File: src/rtl/tiny_program_loader.sv
`default_nettype none
// ============================================================================
// Module  : tiny_program_loader
// Purpose : UART-fed writer for a 16x8 instruction RAM. It checks the frame
//           checksum and then releases the processor from reset.
// Rev     : 1.0  initial release
// ============================================================================
module tiny_program_loader #(
    parameter int         CLKS_PER_BIT = 868,
    parameter logic [7:0] SYNC_BYTE    = 8'hA5
) (
    input  logic       clock,
    input  logic       reset_p,
    input  logic       uart_rx,
    input  logic       load_req,
    input  logic [3:0] fetch_addr,
    output logic [7:0] fetch_data,
    output logic       cpu_reset_p,
    output logic       busy,
    output logic       done,
    output logic       error,
    output logic [4:0] bytes_loaded
);

    localparam int                 c_cnt_w   = $clog2(CLKS_PER_BIT);
    localparam logic [c_cnt_w-1:0] c_half    = c_cnt_w'(CLKS_PER_BIT / 2 - 1);
    localparam logic [c_cnt_w-1:0] c_full    = c_cnt_w'(CLKS_PER_BIT - 1);
    localparam logic [c_cnt_w-1:0] c_cnt_one = c_cnt_w'(1);

    typedef enum logic [1:0] {RX_IDLE, RX_START, RX_DATA, RX_STOP} rx_state_t;
    typedef enum logic [2:0] {ST_IDLE, ST_WAIT_SYNC, ST_LOAD, ST_CHECK, ST_DONE, ST_ERROR} state_t;

    rx_state_t          r_rx_state;
    logic               r_rx_meta;
    logic               r_rx_sync;
    logic               r_rx_prev;
    logic [c_cnt_w-1:0] r_rx_cnt;
    logic [2:0]         r_rx_bit;
    logic [7:0]         r_rx_shift;
    logic [7:0]         r_rx_byte;
    logic               r_byte_valid;
    logic               r_frame_err;

    state_t             r_state;
    logic [7:0]         r_sum;
    logic [7:0]         r_ram [16];

    // Receiver: start bit re-checked mid-bit, later bits sampled one bit period apart.
    always_ff @(posedge clock or posedge reset_p) begin
        if (reset_p) begin
            r_rx_meta    <= 1'b1;
            r_rx_sync    <= 1'b1;
            r_rx_prev    <= 1'b1;
            r_rx_state   <= RX_IDLE;
            r_rx_cnt     <= '0;
            r_rx_bit     <= '0;
            r_rx_shift   <= '0;
            r_rx_byte    <= '0;
            r_byte_valid <= 1'b0;
            r_frame_err  <= 1'b0;
        end else begin
            r_rx_meta    <= uart_rx;
            r_rx_sync    <= r_rx_meta;
            r_rx_prev    <= r_rx_sync;
            r_byte_valid <= 1'b0;
            r_frame_err  <= 1'b0;
            case (r_rx_state)
                RX_IDLE: begin
                    if (r_rx_prev && !r_rx_sync) begin
                        r_rx_state <= RX_START;
                        r_rx_cnt   <= '0;
                    end
                end
                RX_START: begin
                    if (r_rx_cnt == c_half) begin
                        r_rx_cnt   <= '0;
                        r_rx_bit   <= '0;
                        r_rx_state <= r_rx_sync ? RX_IDLE : RX_DATA;
                    end else begin
                        r_rx_cnt <= r_rx_cnt + c_cnt_one;
                    end
                end
                RX_DATA: begin
                    if (r_rx_cnt == c_full) begin
                        r_rx_cnt   <= '0;
                        r_rx_shift <= {r_rx_sync, r_rx_shift[7:1]};
                        r_rx_bit   <= r_rx_bit + 3'd1;
                        if (r_rx_bit == 3'd7) begin
                            r_rx_state <= RX_STOP;
                        end
                    end else begin
                        r_rx_cnt <= r_rx_cnt + c_cnt_one;
                    end
                end
                RX_STOP: begin
                    if (r_rx_cnt == c_full) begin
                        r_rx_cnt   <= '0;
                        r_rx_state <= RX_IDLE;
                        if (r_rx_sync) begin
                            r_byte_valid <= 1'b1;
                            r_rx_byte    <= r_rx_shift;
                        end else begin
                            r_frame_err <= 1'b1;
                        end
                    end else begin
                        r_rx_cnt <= r_rx_cnt + c_cnt_one;
                    end
                end
                default: r_rx_state <= RX_IDLE;
            endcase
        end
    end

    // Load sequencer; load_req outranks everything, including a byte arriving that cycle.
    always_ff @(posedge clock or posedge reset_p) begin
        if (reset_p) begin
            r_state      <= ST_IDLE;
            r_sum        <= '0;
            cpu_reset_p  <= 1'b1;
            busy         <= 1'b0;
            done         <= 1'b0;
            error        <= 1'b0;
            bytes_loaded <= '0;
            for (int i = 0; i < 16; i++) begin
                r_ram[i] <= '0;
            end
        end else if (load_req) begin
            r_state      <= ST_WAIT_SYNC;
            r_sum        <= '0;
            cpu_reset_p  <= 1'b1;
            busy         <= 1'b1;
            done         <= 1'b0;
            error        <= 1'b0;
            bytes_loaded <= '0;
        end else if (r_frame_err && busy) begin
            r_state     <= ST_ERROR;
            cpu_reset_p <= 1'b1;
            busy        <= 1'b0;
            done        <= 1'b0;
            error       <= 1'b1;
        end else if (r_byte_valid) begin
            case (r_state)
                ST_WAIT_SYNC: begin
                    if (r_rx_byte == SYNC_BYTE) begin
                        r_state <= ST_LOAD;
                    end
                end
                ST_LOAD: begin
                    r_ram[bytes_loaded[3:0]] <= r_rx_byte;
                    r_sum                    <= r_sum + r_rx_byte;
                    bytes_loaded             <= bytes_loaded + 5'd1;
                    if (bytes_loaded == 5'd15) begin
                        r_state <= ST_CHECK;
                    end
                end
                ST_CHECK: begin
                    busy <= 1'b0;
                    if (r_rx_byte == r_sum) begin
                        r_state     <= ST_DONE;
                        done        <= 1'b1;
                        cpu_reset_p <= 1'b0;
                    end else begin
                        r_state <= ST_ERROR;
                        error   <= 1'b1;
                    end
                end
                default: ;
            endcase
        end
    end

    assign fetch_data = r_ram[fetch_addr];

endmodule
`default_nettype wire
File: config.mk
export PLATFORM = sky130hd
export DESIGN_NAME = tiny_program_loader
export DESIGN_NICKNAME = d
export VERILOG_FILES = /design/src/rtl/tiny_program_loader.sv
export SDC_FILE = /design/constraint.sdc
export NUM_CORES = 1
export LEC_CHECK = 0
export CAP_MARGIN = 15
export CELL_PAD_IN_SITES_DETAIL_PLACEMENT = 0
export CELL_PAD_IN_SITES_GLOBAL_PLACEMENT = 1
export CORE_MARGIN = 10
export CORE_UTILIZATION = 58
export CTS_CLUSTER_DIAMETER = 200
export DETAILED_ROUTE_END_ITERATION = 8
export DONT_BUFFER_PORTS = 1
export GPL_TIMING_DRIVEN = 0
export PLACE_DENSITY = 0.9
export SETUP_SLACK_MARGIN = 0.1
export SYNTH_ARGS = -nofsm -noshare
export SYNTH_HDL_FRONTEND = slang
export SYNTH_SLANG_ARGS = --single-unit
File: constraint.sdc
create_clock -name clock -period 13.94 [get_ports clock]
set_input_delay 1.394 -clock clock [delete_from_list [all_inputs] [get_ports clock]]
set_output_delay 1.394 -clock clock [all_outputs]
set_load 0.05 [all_outputs]
==> metrics.cfg, run 1 <==
[critical_path]
critical_path_class = in -> out
reg2reg_depth = 7
r2r_slack_ps = 11460
r2r-start = bytes_loaded[2]
crit_required_ps = 12550
path_max_fanout = 10
start_kind = primary input
arrival_ps = 3330
setup.worst_path.end = fetch_data[5]
cp-startpoint = fetch_addr[0]
critPathCaptureType = primary output
r2r_end = busy

[routing]
drt_pass1_iterations = 4
vias = 5204
drt_iter0_markers = 303
wire_per_inst_um = 21.3
via_per_inst = 6.21
postRouteAntennaNets = 0
totalWireLength_mm = 17.9
drcViolationCount = 0

[yosys]
ys_ff_latch = 184
synth_cells = 621
synth_area_per_cell_sq_um = 14.1
seq_area_frac_synth_pct = 52.8
synth_area_sq_um = 8730
synth_flop_cell = dfrtp_1
synth_edf_count = 0
ys.warnings.count = 0
synthTopCellsByArea = dfrtp_1 52%, mux2_2 19%, mux4_2 10%
synth_nets = 646
ys_types = 56
synth-async-reset-ratio_pct = 100
synth_top_area_share_pct = 51.6
yosys.area.top_type = dfrtp_1

[timing]
tns_ps = 0
fmax_mhz = 211
setup_violations = 0
hold_viol_final = 0
relSlewSlack_pct = 45.8
min_period_ps = 4730
fin_crit_sh_pct = 33.9
rsz0062_at_grt = false
skew_ps = 8.15
final_max_slew_viol_count = 0
tightest_slew_ps = 813

[finish]
layout.cells.non_filler = 838
final_nets = 666
area.growth.synth_to_final_pct = 9.80
stdcell_area_sq_um = 9590
n_antenna_cell = 0
post-route-util_pct = 65.5
most-common-layout-cells = 180 x dfrtp_1, 144 x mux2_2, 40 x mux4_2
fill_cells = 1062
final_common_cell = dfrtp_1
multi_input_area_sq_um = 3950
regArea_sq_um = 4610
drive_gt1_share_pct = 38.5

[die]
pin_count = 25
die-area_sq_um = 20400
die_y_um = 143
core_sq_um = 14600
num_rows = 44
initial_core_util_pct = 59.6
die_x_um = 143

[clock_network]
clockRootBuffer = clkbuf_16
post_cts_resize_count = 0
cts_tree = built
cts.sinks = 184
numCtsBuffers = 17
clockBufferDepth = 2
path_clk_slew_ps = 60
h-tree-depth = 4
post_cts_buffers = 0
cts.hold.buffers_added = 0
clkLatencyLatePin_ps = 420

[placed_design]
io_buffers = 0
finalWeightedCongestion = 0.833
hpwlAfterDp_mm = 12.5
place_inst = 806
place_area_sq_um = 9000

[power_and_ir_drop]
power.density_nw_per_um2 = 112
peakVddDrop_mv = 0.102
totalPowerFinal_uw = 1080
p_leak_uw = 0.00456

[min_path]
worst_hold_path_type = reg -> reg

[global_routing]
track_usage_pct = 18.6
grt_max_degree = 133
grt_pass1_wl_mm = 29.4
antenna_found_initial = 0
grt_overflow = 0
grt_pass1_vias = 5569

[run]
maxCapViolCount = 0

[run_status]
status = completed

-- power by group --
group          internal [uW]  total, uW  switching [uW]  leakage, uW
combinational           16.8       54.9            38.1      0.00173
clock                    278        477             198     0.000286
sequential               540        546            6.35      0.00254
-- layout make-up --
class                           instances  area share [%]
Sequential cell                       184            48.1
Multi-Input combinational cell        394            41.2
Clock buffer                           21            4.91
Tap cell                              184            2.40
Buffer                                 31            1.30
Clock inverter                         11            1.25
Inverter                               12           0.548
Timing Repair Buffer                    1           0.287
-- cell usage after synthesis, types with 3 or more instances --
library cell / number
ha_1: 16
o21a_1: 3
a21o_1: 4
and3_1: 4
nand2_1: 35
a21oi_1: 14
nor3b_4: 4
xnor2_1: 6
nand4_1: 3
dfrtp_1: 180
nor2b_1: 5
nor2_1: 19
nand2_2: 12
a211o_1: 3
dfstp_2: 4
a211oi_1: 5
nor3_1: 7
o211ai_1: 4
mux2_2: 144
nand4b_1: 3
mux4_2: 40
o21ai_0: 18
buf_2: 4
clkbuf_1: 21
buf_1: 5
nand3b_1: 3
nand3_1: 4
nand3_2: 4
inv_1: 12
-- metal layers --
metal / routed length, um / GRT usage, % / vias to the layer above
met5: 0 / 0 / -
li1: - / - / 2332
met3: 869 / 4.51 / 19
met1: 7280 / 22.6 / 2758
met2: 9420 / 32.3 / 95
met4: 297 / 5.32 / 0
-- kinds of logic (layout without fill, tap and decap cells) --
family,after synthesis,in the layout,share of synthesized area [%]
mux,184,184,28.9
flops,184,184,52.8
simple gates,123,123,8.54
compound gates,62,62,4.51
buf+inv,43,76,1.95
fa+ha+maj,17,17,2.52
xor+xnor,8,8,0.802
-- worst min-delay path by stage --
stage | startpoint | endpoint | depth (start not counted)
2_1_floorplan | r_rx_meta | r_rx_sync | 0
3_3_place_gp | r_rx_meta | r_rx_sync | 0
3_5_place_dp | r_rx_meta | r_rx_sync | 0
4_1_cts | r_rx_meta | r_rx_sync | 0
5_1_grt | r_rx_meta | r_rx_sync | 0
6_report | r_rx_meta | r_rx_sync | 0
-- state kept, by name (all words and copies together) (netlist names), 3 cells and up, named ones only --
register / flops
r_rx_bit: 3
r_rx_byte: 8
bytes_loaded: 5
r_sum: 8
r_ram: 128
r_state: 3
r_rx_shift: 8
r_rx_cnt: 10
-- worst max-delay path: stages --
cell	delay, ps
clkbuf_1	210
buf_2	450
mux4_2	590
mux4_2	680
-- metrics by stage --
step,worst slack [ps],hold slack [ps]
floorplan,7550,345
global placement,6100,349
detailed placement,9190,348
CTS,9190,358
global route,9120,359
finish,9210,357
Note: power is estimated with default switching activity, not from simulation.
==> run 2: changes to the inputs <==
--- a/config.mk
+++ b/config.mk
@@ -9,12 +9,12 @@
 export CELL_PAD_IN_SITES_DETAIL_PLACEMENT = 0
 export CELL_PAD_IN_SITES_GLOBAL_PLACEMENT = 1
 export CORE_MARGIN = 10
-export CORE_UTILIZATION = 58
+export CORE_UTILIZATION = 48
 export CTS_CLUSTER_DIAMETER = 200
 export DETAILED_ROUTE_END_ITERATION = 8
 export DONT_BUFFER_PORTS = 1
 export GPL_TIMING_DRIVEN = 0
-export PLACE_DENSITY = 0.9
+export PLACE_DENSITY = 0.8
 export SETUP_SLACK_MARGIN = 0.1
 export SYNTH_ARGS = -nofsm -noshare
 export SYNTH_HDL_FRONTEND = slang
==> constraint.sdc (replaced) <==
create_clock -name clock -period 4.35 [get_ports clock]
set_input_delay 0.435 -clock clock [delete_from_list [all_inputs] [get_ports clock]]
set_output_delay 0.435 -clock clock [all_outputs]
set_load 0.05 [all_outputs]
==> run 2 against run 1 <==
Combinational power rose to 3.3 times the previous value. Critical path depth unchanged. Wire length up 1.6%. Critical path type unchanged. Critical endpoint is now fetch_data[3]. Highest routed layer unchanged.
==> metrics.cfg, run 2 (same netlist as run 1, synthesis figures left out) <==
[clock_network]
cts.sinks = 184  ; unchanged
clockRootBuffer = clkbuf_16
clockBufferDepth = 2  ; unchanged
post_cts_buffers = 0  ; unchanged
clkLatencyLatePin_ps = 430  ; about the same
cts.hold.buffers_added = 2  ; +2
cts_tree = built
post_cts_resize_count = 0  ; unchanged
numCtsBuffers = 17  ; unchanged
h-tree-depth = 4  ; unchanged
path_clk_slew_ps = 70  ; about the same

[timing]
setup_slack_ps = 1530  ; -7690 ps
min_period_ps = 2820
tightest_slew_ps = 850  ; +36.6 ps
hold_viol_final = 0  ; unchanged
skew_ps = 10.6  ; +2.46 ps
relSlewSlack_pct = 43.3  ; -2.4 points
rsz0062_at_grt = false
final_max_slew_viol_count = 0  ; unchanged
tns_ps = 0  ; unchanged
fin_crit_sh_pct = 64.9
setup_violations = 0  ; unchanged
fmax_mhz = 354

[critical_path]
cp-startpoint = fetch_addr[0]
critical_path_class = in -> out
arrival_ps = 2390  ; -940 ps
r2r_end = busy
reg2reg_depth = 7  ; unchanged
crit_required_ps = 3910  ; -8640 ps
setup.worst_path.end = fetch_data[3]
r2r-start = bytes_loaded[2]
path_max_fanout = 10  ; unchanged
start_kind = primary input
r2r_slack_ps = 1840  ; -9620 ps
critPathCaptureType = primary output

[power_and_ir_drop]
totalPowerFinal_uw = 3460  ; +220%
p_leak_uw = 0.00460  ; +0.83%
power.density_nw_per_um2 = 357  ; +220%
peakVddDrop_mv = 0.431  ; +320%

[die]
initial_core_util_pct = 48.8  ; -11 points
core_sq_um = 17900  ; +22%
num_rows = 49  ; +11%
die-area_sq_um = 24000  ; +18%
die_y_um = 155  ; +8.5%
pin_count = 25  ; unchanged
die_x_um = 155  ; +8.5%

[global_routing]
antenna_found_initial = 0  ; unchanged
grt_pass1_vias = 5462  ; -1.9%
track_usage_pct = 15.7  ; -2.9 points
grt_overflow = 0  ; unchanged
grt_max_degree = 47  ; -65%
grt_pass1_wl_mm = 29.6  ; +0.68%

[routing]
via_per_inst = 5.85  ; -5.8%
drcViolationCount = 0  ; unchanged
drt_iter0_markers = 283  ; -6.6%
totalWireLength_mm = 18.2  ; +1.6%
vias = 5195  ; -0.17%
drt_pass1_iterations = 4  ; unchanged
postRouteAntennaNets = 0  ; unchanged
wire_per_inst_um = 20.4  ; -4.1%

[run_status]
status = completed

[placed_design]
hpwlAfterDp_mm = 13.1  ; +4.9%
place_ws_ps = 1510  ; -7690 ps
finalWeightedCongestion = 0.824  ; -1.1%
io_buffers = 0  ; unchanged

[finish]
final_nets = 671  ; +0.75%
most-common-layout-cells = 180 x dfrtp_1, 144 x mux2_2, 40 x mux4_2
largest_reg_flops = 128  ; unchanged
final_common_cell = dfrtp_1
n_antenna_cell = 0  ; unchanged
area.growth.synth_to_final_pct = 11.2
fill_cells = 1474  ; +39%
drive_gt1_share_pct = 38.8  ; +0.31 points
top_regs = r_ram: 128 flops, r_rx_cnt: 10 flops
top_register = r_ram

[min_path]
worst_hold_path_type = reg -> reg

[run]
maxCapViolCount = 0  ; unchanged

[run 2: cell types whose count changed in the layout (fill, tap and decap cells not counted)]
cell | before | now
buf_12 | 0 | 4
buf_16 | 1 | 0
clkbuf_1 | 22 | 21
clkbuf_8 | 3 | 1
clkinv_2 | 4 | 5
clkinv_4 | 0 | 4
clkinvlp_4 | 3 | 1
dlygate4sd3_1 | 0 | 2
[run 2: metal layers]
metal | vias up | global-route usage (%) | wire length [um]
met1 | 2723 | 19.6 | 7890
met2 | 90 | 26.0 | 9190
li1 | 2359 | - | -
met3 | 23 | 4.00 | 723
met4 | 0 | 4.95 | 346
met5 | - | 0 | 0
[run 2: how the worst min path moves through the flow]
stage | from | to | slack (ps) | cells past startpoint
finish | r_rx_meta | r_rx_sync | 360 | 0
floorplan | r_rx_meta | r_rx_sync | 350 | 0
global route | r_rx_meta | r_rx_sync | 360 | 0
CTS | r_rx_meta | r_rx_sync | 360 | 0
detailed placement | reset_p | r_ram[119] | 320 | 1
global placement | r_rx_meta | r_rx_sync | 350 | 0
[run 2: area by class of cell]
type	instances	area [sq um]	share of cell area [%]
Timing Repair Buffer	6	100	1.03
Multi-Input combinational cell	394	3950	40.7
Inverter	12	48.8	0.503
Sequential cell	184	4610	47.5
Clock buffer	18	439	4.52
Clock inverter	14	149	1.53
Buffer	31	125	1.29
Tap cell	229	287	2.95
[run 2: report_power, final]
part	total [uW]	internal [uW]	switching [uW]
Combinational	182	59.6	122
Sequential	1750	1730	20.1
Clock	1530	867	664
Total	3460	2660	807
[run 2: per-stage QoR]
step / util [%] / std cells / instance area, sq um / hold slack, ps
finish: 54.2 / 888 / 9710 / 357
global route: 54.2 / 888 / 9710 / 362
CTS: 54.2 / 888 / 9710 / 358
detailed placement: 50.8 / 854 / 9100 / 320
global placement: 50.4 / 850 / 9020 / 347
floorplan: - / 621 / 8740 / 345
[run 2: worst max-delay path, cell delays in order]
cell	delay [ps]
clkbuf_1	210
buf_2	450
mux4_2	610
mux4_2	670
